## src/rtl/pb_counter_pkg.sv

```systemverilog
// rtl/pb_counter_pkg.sv - shared types and constants for the debounced BCD push-button counter
package pb_counter_pkg;

    typedef enum logic [2:0] {
        IDLE      = 3'd0,
        DEB_PRESS = 3'd1,
        HELD      = 3'd2,
        REPEAT    = 3'd3,
        DEB_REL   = 3'd4
    } pb_state_t;

    localparam logic [3:0] BCD_MAX = 4'd9;

endpackage

```

## src/rtl/bcd_counter3.sv

```systemverilog
// rtl/bcd_counter3.sv - three-digit BCD ripple counter with synchronous clear and rollover pulse
module bcd_counter3
    import pb_counter_pkg::*;
(
    input  logic       clkdiv0,
    input  logic       RST,
    input  logic       clr,
    input  logic       inc,
    output logic [3:0] units,
    output logic [3:0] tens,
    output logic [3:0] hundreds,
    output logic       wrap
);

    logic [3:0] units_q, units_d;
    logic [3:0] tens_q, tens_d;
    logic [3:0] hundreds_q, hundreds_d;
    logic       wrap_q, wrap_d;

    always_comb begin
        units_d    = units_q;
        tens_d     = tens_q;
        hundreds_d = hundreds_q;
        wrap_d     = 1'b0;
        if (clr) begin
            units_d    = 4'd0;
            tens_d     = 4'd0;
            hundreds_d = 4'd0;
        end else if (inc) begin
            if (units_q != BCD_MAX) begin
                units_d = units_q + 4'd1;
            end else begin
                units_d = 4'd0;
                if (tens_q != BCD_MAX) begin
                    tens_d = tens_q + 4'd1;
                end else begin
                    tens_d = 4'd0;
                    if (hundreds_q != BCD_MAX) begin
                        hundreds_d = hundreds_q + 4'd1;
                    end else begin
                        hundreds_d = 4'd0;
                        wrap_d     = 1'b1;
                    end
                end
            end
        end
    end

    always_ff @(posedge clkdiv0 or posedge RST) begin
        if (RST) begin
            units_q    <= 4'd0;
            tens_q     <= 4'd0;
            hundreds_q <= 4'd0;
            wrap_q     <= 1'b0;
        end else begin
            units_q    <= units_d;
            tens_q     <= tens_d;
            hundreds_q <= hundreds_d;
            wrap_q     <= wrap_d;
        end
    end

    assign units    = units_q;
    assign tens     = tens_q;
    assign hundreds = hundreds_q;
    assign wrap     = wrap_q;

endmodule

```

## src/rtl/pb_bcd_counter.sv

```systemverilog
// rtl/pb_bcd_counter.sv - debounced push-button event counter with BCD digit outputs
// Optional auto-repeat while held is built when PB_AUTOREPEAT_EN is defined.
module pb_bcd_counter
    import pb_counter_pkg::*;
#(
    parameter int DEB_CYCLES    = 4,
    parameter int REPEAT_DELAY  = 16,
    parameter int REPEAT_PERIOD = 4
) (
    input  logic       clkdiv0,
    input  logic       RST,
    input  logic       pbton,
    input  logic       clr,
    output logic [3:0] units,
    output logic [3:0] tens,
    output logic [3:0] hundreds,
    output logic       wrap,
    output logic       pressed
);

    localparam int DW = $clog2(DEB_CYCLES + 1);

    if (DEB_CYCLES < 1 || REPEAT_DELAY < 1 || REPEAT_PERIOD < 1) begin : g_param_check
        $error("pb_bcd_counter: DEB_CYCLES, REPEAT_DELAY and REPEAT_PERIOD must be >= 1");
    end

    logic            pb_meta_q, pb_s_q;
    pb_state_t       state_q, state_d;
    logic [DW-1:0]   deb_q, deb_d;
    logic            pressed_q, pressed_d;
    logic            inc;

`ifdef PB_AUTOREPEAT_EN
    localparam int HW = $clog2(REPEAT_DELAY + REPEAT_PERIOD + 1);
    logic [HW-1:0] hold_q, hold_d;
`endif

    always_comb begin
        state_d = state_q;
        deb_d   = deb_q;
        inc     = 1'b0;
`ifdef PB_AUTOREPEAT_EN
        hold_d  = hold_q;
`endif
        case (state_q)
            IDLE: begin
                if (pb_s_q) begin
                    if (DEB_CYCLES == 1) begin
                        inc     = 1'b1;
                        state_d = HELD;
`ifdef PB_AUTOREPEAT_EN
                        hold_d  = '0;
`endif
                    end else begin
                        state_d = DEB_PRESS;
                        deb_d   = DW'(1);
                    end
                end
            end
            DEB_PRESS: begin
                if (!pb_s_q) begin
                    state_d = IDLE;
                end else if (deb_q == DW'(DEB_CYCLES - 1)) begin
                    inc     = 1'b1;
                    state_d = HELD;
`ifdef PB_AUTOREPEAT_EN
                    hold_d  = '0;
`endif
                end else begin
                    deb_d = deb_q + DW'(1);
                end
            end
            HELD, REPEAT: begin
                if (!pb_s_q) begin
                    // The sample that leaves HELD is already the first low one of the release debounce.
                    state_d = (DEB_CYCLES == 1) ? IDLE : DEB_REL;
                    deb_d   = DW'(1);
                end
`ifdef PB_AUTOREPEAT_EN
                else if (state_q == HELD && hold_q == HW'(REPEAT_DELAY - 1)) begin
                    inc     = 1'b1;
                    state_d = REPEAT;
                    hold_d  = '0;
                end else if (state_q == REPEAT && hold_q == HW'(REPEAT_PERIOD - 1)) begin
                    inc    = 1'b1;
                    hold_d = '0;
                end else begin
                    hold_d = hold_q + HW'(1);
                end
`endif
            end
            DEB_REL: begin
                if (pb_s_q) begin
                    state_d = HELD;
`ifdef PB_AUTOREPEAT_EN
                    hold_d  = '0;
`endif
                end else if (deb_q == DW'(DEB_CYCLES - 1)) begin
                    state_d = IDLE;
                end else begin
                    deb_d = deb_q + DW'(1);
                end
            end
            default: state_d = IDLE;
        endcase
        pressed_d = (state_d == HELD) || (state_d == REPEAT) || (state_d == DEB_REL);
    end

    always_ff @(posedge clkdiv0 or posedge RST) begin
        if (RST) begin
            pb_meta_q <= 1'b0;
            pb_s_q    <= 1'b0;
            state_q   <= IDLE;
            deb_q     <= '0;
            pressed_q <= 1'b0;
        end else begin
            pb_meta_q <= pbton;
            pb_s_q    <= pb_meta_q;
            state_q   <= state_d;
            deb_q     <= deb_d;
            pressed_q <= pressed_d;
        end
    end

`ifdef PB_AUTOREPEAT_EN
    always_ff @(posedge clkdiv0 or posedge RST) begin
        if (RST) begin
            hold_q <= '0;
        end else begin
            hold_q <= hold_d;
        end
    end
`endif

    bcd_counter3 u_digits (
        .clkdiv0  (clkdiv0),
        .RST      (RST),
        .clr      (clr),
        .inc      (inc),
        .units    (units),
        .tens     (tens),
        .hundreds (hundreds),
        .wrap     (wrap)
    );

    assign pressed = pressed_q;

endmodule

```

## config.mk

```make
export PLATFORM = sky130hd
export DESIGN_NAME = pb_bcd_counter
export DESIGN_NICKNAME = d
export VERILOG_FILES = /design/src/rtl/pb_counter_pkg.sv /design/src/rtl/bcd_counter3.sv /design/src/rtl/pb_bcd_counter.sv
export SDC_FILE = /design/constraint.sdc
export NUM_CORES = 1
export LEC_CHECK = 0
export CAP_MARGIN = 15
export CORE_MARGIN = 1
export CORE_UTILIZATION = 40
export CTS_BUF_LIST = sky130_fd_sc_hd__clkbuf_2 sky130_fd_sc_hd__clkbuf_4 sky130_fd_sc_hd__clkbuf_8
export DETAILED_ROUTE_END_ITERATION = 7
export DONT_BUFFER_PORTS = 1
export PLACE_DENSITY_LB_ADDON = 0.08
export SLEW_MARGIN = 30
export SYNTH_ARGS = -nofsm -noshare
export SYNTH_HDL_FRONTEND = slang
export SYNTH_SLANG_ARGS = --single-unit
```

## constraint.sdc

```tcl
create_clock -name clkdiv0 -period 2.5 [get_ports clkdiv0]
set_input_delay 0.375 -clock clkdiv0 [delete_from_list [all_inputs] [get_ports clkdiv0]]
set_output_delay 0.375 -clock clkdiv0 [all_outputs]
set_load 0.01 [all_outputs]
```

======== Yosys cells after proc, flatten, opt, wreduce, memory -nomap -nowiden ========
Cells that the tools add are included.
operators by class
  $add $sub $neg .......................... 4
  reduce and logical (&&, ||, !) cells .... 9
  equal/unequal tests ..................... 17
  muxes and demuxes ....................... 33
operator list
  cell                                                             count
  4-bit 2-to-1 mux                                                 12
  3-bit 2-to-1 mux                                                 11
  3-bit one-hot mux with 4 select lines                            2
  3-bit by 2-bit == test with 1-bit output, second input constant  5
  4-bit by 1-bit adder with 4-bit output, second input constant    3
  2-bit inequality test, second input constant                     6
  4-bit inequality test, second input constant                     3
  1-bit 2-to-1 mux                                                 8
  3-bit == test, second input constant                             2
  5-bit AND reduction                                              1
  4-bit nonzero test                                               1
  3-bit by 1-bit adder with 3-bit output, second input constant    1
  3-bit by 1-bit == test with 1-bit output, second input constant  1
  3-bit logical NOT                                                1
  3-bit AND reduction                                              1
  1-bit logical OR                                                 2
  2-bit AND reduction                                              1
  2-bit nonzero test                                               1
  2-bit OR reduction                                               1
word-level totals
  logic and storage cells ................. 72
  flip-flop bits (word level) ............. 22
  output and inout bits ................... 14
  input bits .............................. 4

======== Logic depth before layout (Yosys ltp) ========
  word-level depth ........................ 7
  gate-level depth with buffers ........... 7
  mapped depth without buffers ............ 6

======== Modules after synthesis ========
Synthesis repeated with hierarchy kept, for this count alone.
unflattened totals
  cells, all modules ...................... 123
  area, all modules ....................... 1241.2 µm²
by module, submodules not included
  module          cells each  area each (µm²)  seq. area each (µm²)  times used
  bcd_counter3    82          793.3            325.3                 1
  pb_bcd_counter  41          447.9            225.2                 1

======== Worst setup path after synthesis ========
OpenSTA, ideal clock, no wires.
  path kind ............................... register -> register
  start point ............................. reg deb_q[0]
  end point ............................... reg u_digits.hundreds_q[2], in the netlist u_digits.hundreds[2]
  required time ........................... 2.423 ns
  period minus slack after synthesis ...... 1.757 ns
  path buffers ............................ 1
  stages on the path, launching flop included .. 8
  arrival ................................. 1.680 ns
  setup slack ............................. 0.743 ns
  setup time .............................. 0.077 ns
  cells stage by stage .................... dfrtp_1 > ha_1 > ha_1 > and3b_1 > buf_6 > nand4_4 > or4_1 > a21oi_1
between the ends
  word-level cells in the longest chain between the ends .. 6
ends and longest elaborated chain
  what                                      RTL line               text
  start: declaration                        pb_bcd_counter.sv:29   logic [DW-1:0] deb_q, deb_d;
  start signal: assignment                  pb_bcd_counter.sv:114  deb_q <= '0;
  start signal: assignment                  pb_bcd_counter.sv:120  deb_q <= deb_d;
  3-bit by 2-bit == test with 1-bit output  pb_bcd_counter.sv:63   end else if (deb_q == DW'(DEB_CYCLES - 1)) begin
  1-bit 2-to-1 mux                          pb_bcd_counter.sv:63
  1-bit 2-to-1 mux                          pb_bcd_counter.sv:61   if (!pb_s_q) begin
  1-bit 2-to-1 mux                          pb_bcd_counter.sv:45   case (state_q)
  2-bit nonzero test (no line)              --
  3-bit AND reduction (no line)             --
  end signal: assignment                    bcd_counter3.sv:58     hundreds_q <= hundreds_d;
  end: declaration                          bcd_counter3.sv:17     logic [3:0] hundreds_q, hundreds_d;
No other way between the ends.
A chain may end at the register's enable or synchronous reset.

======== Final worst setup path ========
  start point ............................. reg deb_q[0]
  end point ............................... reg u_digits.tens_q[2], in the netlist u_digits.tens[2]
between the ends
  word-level cells in the longest chain between the ends .. 6
ends and longest elaborated chain
  what                                      RTL line              text
  3-bit by 2-bit == test with 1-bit output  pb_bcd_counter.sv:63
  1-bit 2-to-1 mux                          pb_bcd_counter.sv:63
  1-bit 2-to-1 mux                          pb_bcd_counter.sv:61
  1-bit 2-to-1 mux                          pb_bcd_counter.sv:45
  2-bit nonzero test (no line)              --
  2-bit AND reduction (no line)             --
  end signal: assignment                    bcd_counter3.sv:57    tens_q <= tens_d;
  end: declaration                          bcd_counter3.sv:16    logic [3:0] tens_q, tens_d;
No other way between the ends.

==> results summary <==
The number of nets in the synthesized netlist is 130. sky130_fd_sc_hd__dfrtp_1 is the most common cell in the netlist. The number of DRC markers after the initial detailed-route iteration came out at 60.

The average footprint of a synthesized cell is just over 10 um^2. The power per cell area came out at 693 nW/um^2. In this run the power spent charging and discharging nets is between 0.0002 and 0.0003 W. Clock-pin slew was measured on the worst setup and hold paths at around 0.12 ns. For met2 alone, demand over resource in global routing was a little under a quarter. The biggest area contributor in the post-synthesis netlist is sky130_fd_sc_hd__dfrtp_1.

The clock root buffer is sky130_fd_sc_hd__clkbuf_4. The largest clock skew in the final design came out at between 0.002 and 0.0025 ns. Headroom to the max-slew limit came out at between 40 and 50%. For this configuration, the core starts out at a cell density of 42.8%. The number of gates resized after CTS was 0. The post-layout minimum cycle time came out at around 2 ns. Relative to the synthesized area, the layout overhead comes to 3.54%. Setup violations remaining at the end of the flow were counted as 0. Max-cap violations in this run came to 0. The synthesized design contains 0 enable-type register cells. The most critical setup path has its startpoint at deb_q[0].

The count of synthesis-stage warnings from yosys came out at 0. The analysis attributes to cell leakage a power of approximately 0.55 nW. The most used flip-flop cell after synthesis is sky130_fd_sc_hd__dfrtp_1. Measured along the y axis, the die boundary spans 56.8 um. The clock buffer count from CTS came out at 3. The post-detailed-route DRC marker count is 0.

The count of cell types in the netlist came out at 34. The top achievable clock speed came out at ~0.50 GHz. After legalization and detailed placement, the total HPWL measured about 1400 um. TritonCTS built the clock tree. The chip width came out at about 57 um. Counting instances in the post-synthesis netlist gives the leading cell types as 22 x sky130_fd_sc_hd__dfrtp_1, 13 x sky130_fd_sc_hd__a21oi_1, 8 x sky130_fd_sc_hd__ha_1, 8 x sky130_fd_sc_hd__nor2_1, 8 x sky130_fd_sc_hd__or3_1. The busiest layer in global routing is met2. The number of endpoints with negative hold slack in the final report came out at 0.

The critical setup path kind is reg2reg. The worst reg2reg path startpoint is deb_q[0]. The fraction of power consumed by the clock network came out at around 23%.

The count of input and output buffers is 0. The final routed wire length divided by cell count came out at about 14 um. The met1 track demand over resource came out at 19.2%. The setup fix buffers added after clock tree synthesis is 0. The worst reg-to-reg path cell count is 6. After layout, the worst path uses 80.7% of the clock period. The total congestion overflow after global routing is 0. The nature of the critical path endpoint is a register. The net count reported at finish is ~130. The count of final max-slew check failures came to 0. The maximum fanout encountered on the critical timing path came out at 7. The type of the worst min-delay path is in2reg.

The area share of the largest cell type after synthesis is approximately 46%. The final design instance area without fill came out at around 1200 um^2. The flow ran to the end, and the final reports show no timing, DRC or antenna violations. The setup slack on the worst flop-to-flop path came out at between 0.4 and 0.5 ns.

Summed over all layers, the routed wires come to between 2000 and 2500 um. Setup repair after global routing left no endpoint under its margin. For the pin with the worst max-slew slack, the measured transition is between 0.8 and 0.9 ns. The core region area is between 2000 and 3000 um^2.

The floorplan die area is about 3200 um^2. The highest ir drop seen on vdd came out at between 0.2 and 0.3 mV. After synthesis the cells add up to 1200 um^2.

The buffer depth of the longest clock path is 2. In this run the cell area measured after placement is between 1000 and 1500 um^2. By area the synthesized netlist is led by sky130_fd_sc_hd__dfrtp_1 46%, sky130_fd_sc_hd__ha_1 8.3%, sky130_fd_sc_hd__a21oi_1 5.4%. Using the TritonRoute via totals, the vias-per-cell ratio works out to around 5.6. In this run, synthesis produced a sequential element count of 22. Buffers inserted to repair hold after CTS numbered 0. In this run the most critical hold path is launched from pbton.

In this run switching power makes up 30.7% of total power. The boundary pin count is 18. The global-route wire length before repair came out at 3670 um.

Combinational cells account for between 20% and 30% of the total power. For met3 alone, demand over resource in global routing was around 2.3%. The power share of the sequential group is between 50% and 60%. The tree built by TritonCTS fans out to 22 sinks. In this run the number of H-tree levels came out at 1.

The all-layer global routing usage is between 10 and 15%. The number of routed nets with antenna violations is 0. The maximum number of pins on one net before global-route repair came out at 23.

The worst setup path is launched from a register. The initial antenna violation count came out at 0. The antenna diode count is 0. In this run the worst setup path terminates at u_digits.tens[2]. The overall via count from detail_route came out at between 800 and 900.

The weighted congestion at the end of routability-driven global placement came out at 0.733. The total internal power came out at ~0.00060 W. The sequential cell area fraction in the yosys report came out at a little under half. The insertion delay of the later-clocked pin in the worst-skew pair came out at between 0.3 and 0.4 ns.

The number of global-route vias before repair was 860. The sum of negative setup slack is 0 ns. STA puts the critical path data required time at 2.74 ns. Row generation in the floorplan step produced 19 rows. The async set-reset flop share out of synthesis came out at 100%. Data on the critical path arrives at its endpoint at around 2.3 ns. The endpoint identified for the worst register-to-register timing path is u_digits.tens[2]. Before antenna repair, the detailed router went through 4 iterations. The synthesized netlist cell count is about 120. The fraction of final layout cells with drive strength greater than 1 is 11.0%.
-- metrics by stage --
stage / std cells / total power, W / setup WS, ns / hold WS [ns] / utilization [%]
floorplan: 118 / 0.000653 / 0.743 / 0.331 / -
global placement: 145 / 0.000672 / 0.576 / 0.337 / 43.0
detailed placement: 145 / 0.000673 / 0.528 / 0.335 / 43.0
CTS: 149 / 0.000877 / 0.483 / 0.0602 / 44.3
global route: 149 / 0.000931 / 0.310 / 0.0503 / 44.3
finish: 149 / 0.000861 / 0.481 / 0.0776 / 44.3
-- final cells by class --
cell class,count,area (um^2)
fill,283,1560
tap,31,38.8
sequential,22,551
inverter,7,26.3
clock buffer,4,36.3
multi-input combinational,85,592
-- cell families after synthesis --
group | Yosys count | synth area share [%]
AND/OR/NAND/NOR | 46 | 23.6
flip-flops | 22 | 45.8
XOR/XNOR | 1 | 0.729
multiplexers | 5 | 4.27
AO/OA/AOI/OAI | 25 | 12.3
adder cells (fa/ha/maj) | 8 | 8.33
buffers and inverters | 11 | 4.90
-- power by group through the flow --
stage,registers [W],logic (W),clock network (W)
6_report,0.000453,0.000211,0.000197
5_1_grt,0.000462,0.000249,0.000220
4_1_cts,0.000452,0.000215,0.000211
2_1_floorplan,0.000441,0.000211,0
3_5_place_dp,0.000460,0.000214,0
3_3_place_gp,0.000460,0.000211,0
-- critical path, cell delays in order, from the launching register on --
cell and delay (ns):
sky130_fd_sc_hd__dfrtp_1 0.38, sky130_fd_sc_hd__ha_1 0.15, sky130_fd_sc_hd__ha_1 0.21, sky130_fd_sc_hd__and3b_1 0.33, sky130_fd_sc_hd__nand3_1 0.27, sky130_fd_sc_hd__or4_1 0.46
sky130_fd_sc_hd__a21oi_1 0.15
-- per-layer routing --
layer | wire length [um] | part of all wire [%]
met4 | 32 | 1.6
met3 | 97 | 4.8
met2 | 892 | 44
met1 | 1000 | 50
met5 | 0 | 0
-- cells in the final DEF, fill, tap and decap left out --
cell,count
sky130_fd_sc_hd__a41oi_1,1
sky130_fd_sc_hd__nor2b_1,3
sky130_fd_sc_hd__mux2i_1,4
sky130_fd_sc_hd__and2b_4,1
sky130_fd_sc_hd__and3b_1,3
sky130_fd_sc_hd__o31ai_2,1
sky130_fd_sc_hd__or2_2,1
sky130_fd_sc_hd__nand3_1,4
sky130_fd_sc_hd__o22ai_1,1
sky130_fd_sc_hd__nand2_1,6
sky130_fd_sc_hd__inv_1,7
sky130_fd_sc_hd__nand4_4,1
sky130_fd_sc_hd__a31o_2,1
sky130_fd_sc_hd__or3_2,1
sky130_fd_sc_hd__and3b_2,1
sky130_fd_sc_hd__dfrtp_1,22
sky130_fd_sc_hd__nor2_1,8
sky130_fd_sc_hd__or3_1,8
sky130_fd_sc_hd__and2_1,1
sky130_fd_sc_hd__mux2_2,1
sky130_fd_sc_hd__nor3_1,1
sky130_fd_sc_hd__o21ai_0,6
sky130_fd_sc_hd__and2_2,1
sky130_fd_sc_hd__nand2b_1,2
sky130_fd_sc_hd__clkbuf_8,1
sky130_fd_sc_hd__a311oi_1,1
sky130_fd_sc_hd__ha_1,8
sky130_fd_sc_hd__nor3b_1,1
sky130_fd_sc_hd__o21bai_1,1
sky130_fd_sc_hd__xnor2_1,1
sky130_fd_sc_hd__a21oi_1,13
sky130_fd_sc_hd__or4_1,2
sky130_fd_sc_hd__clkbuf_4,3
sky130_fd_sc_hd__or2b_1,1
-- flip-flops by register name (all words and copies together), names as in the netlist --
| name | flops |
|---|---|
| u_digits.hundreds | 4 |
| u_digits.tens | 4 |
| u_digits.units | 4 |
| deb_q | 3 |
| state_q | 3 |
| pb_meta_q | 1 |
| pb_s_q | 1 |
| pressed | 1 |
| u_digits.wrap | 1 |
-- how the worst min path moves through the flow --
stage                            to  cells past startpoint
after floorplan              pb_s_q                      0
after global placement       pb_s_q                      0
after detailed placement     pb_s_q                      0
after CTS                 pb_meta_q                      0
after global routing      pb_meta_q                      0
final                     pb_meta_q                      0
Power figures use the tool's default switching activity.
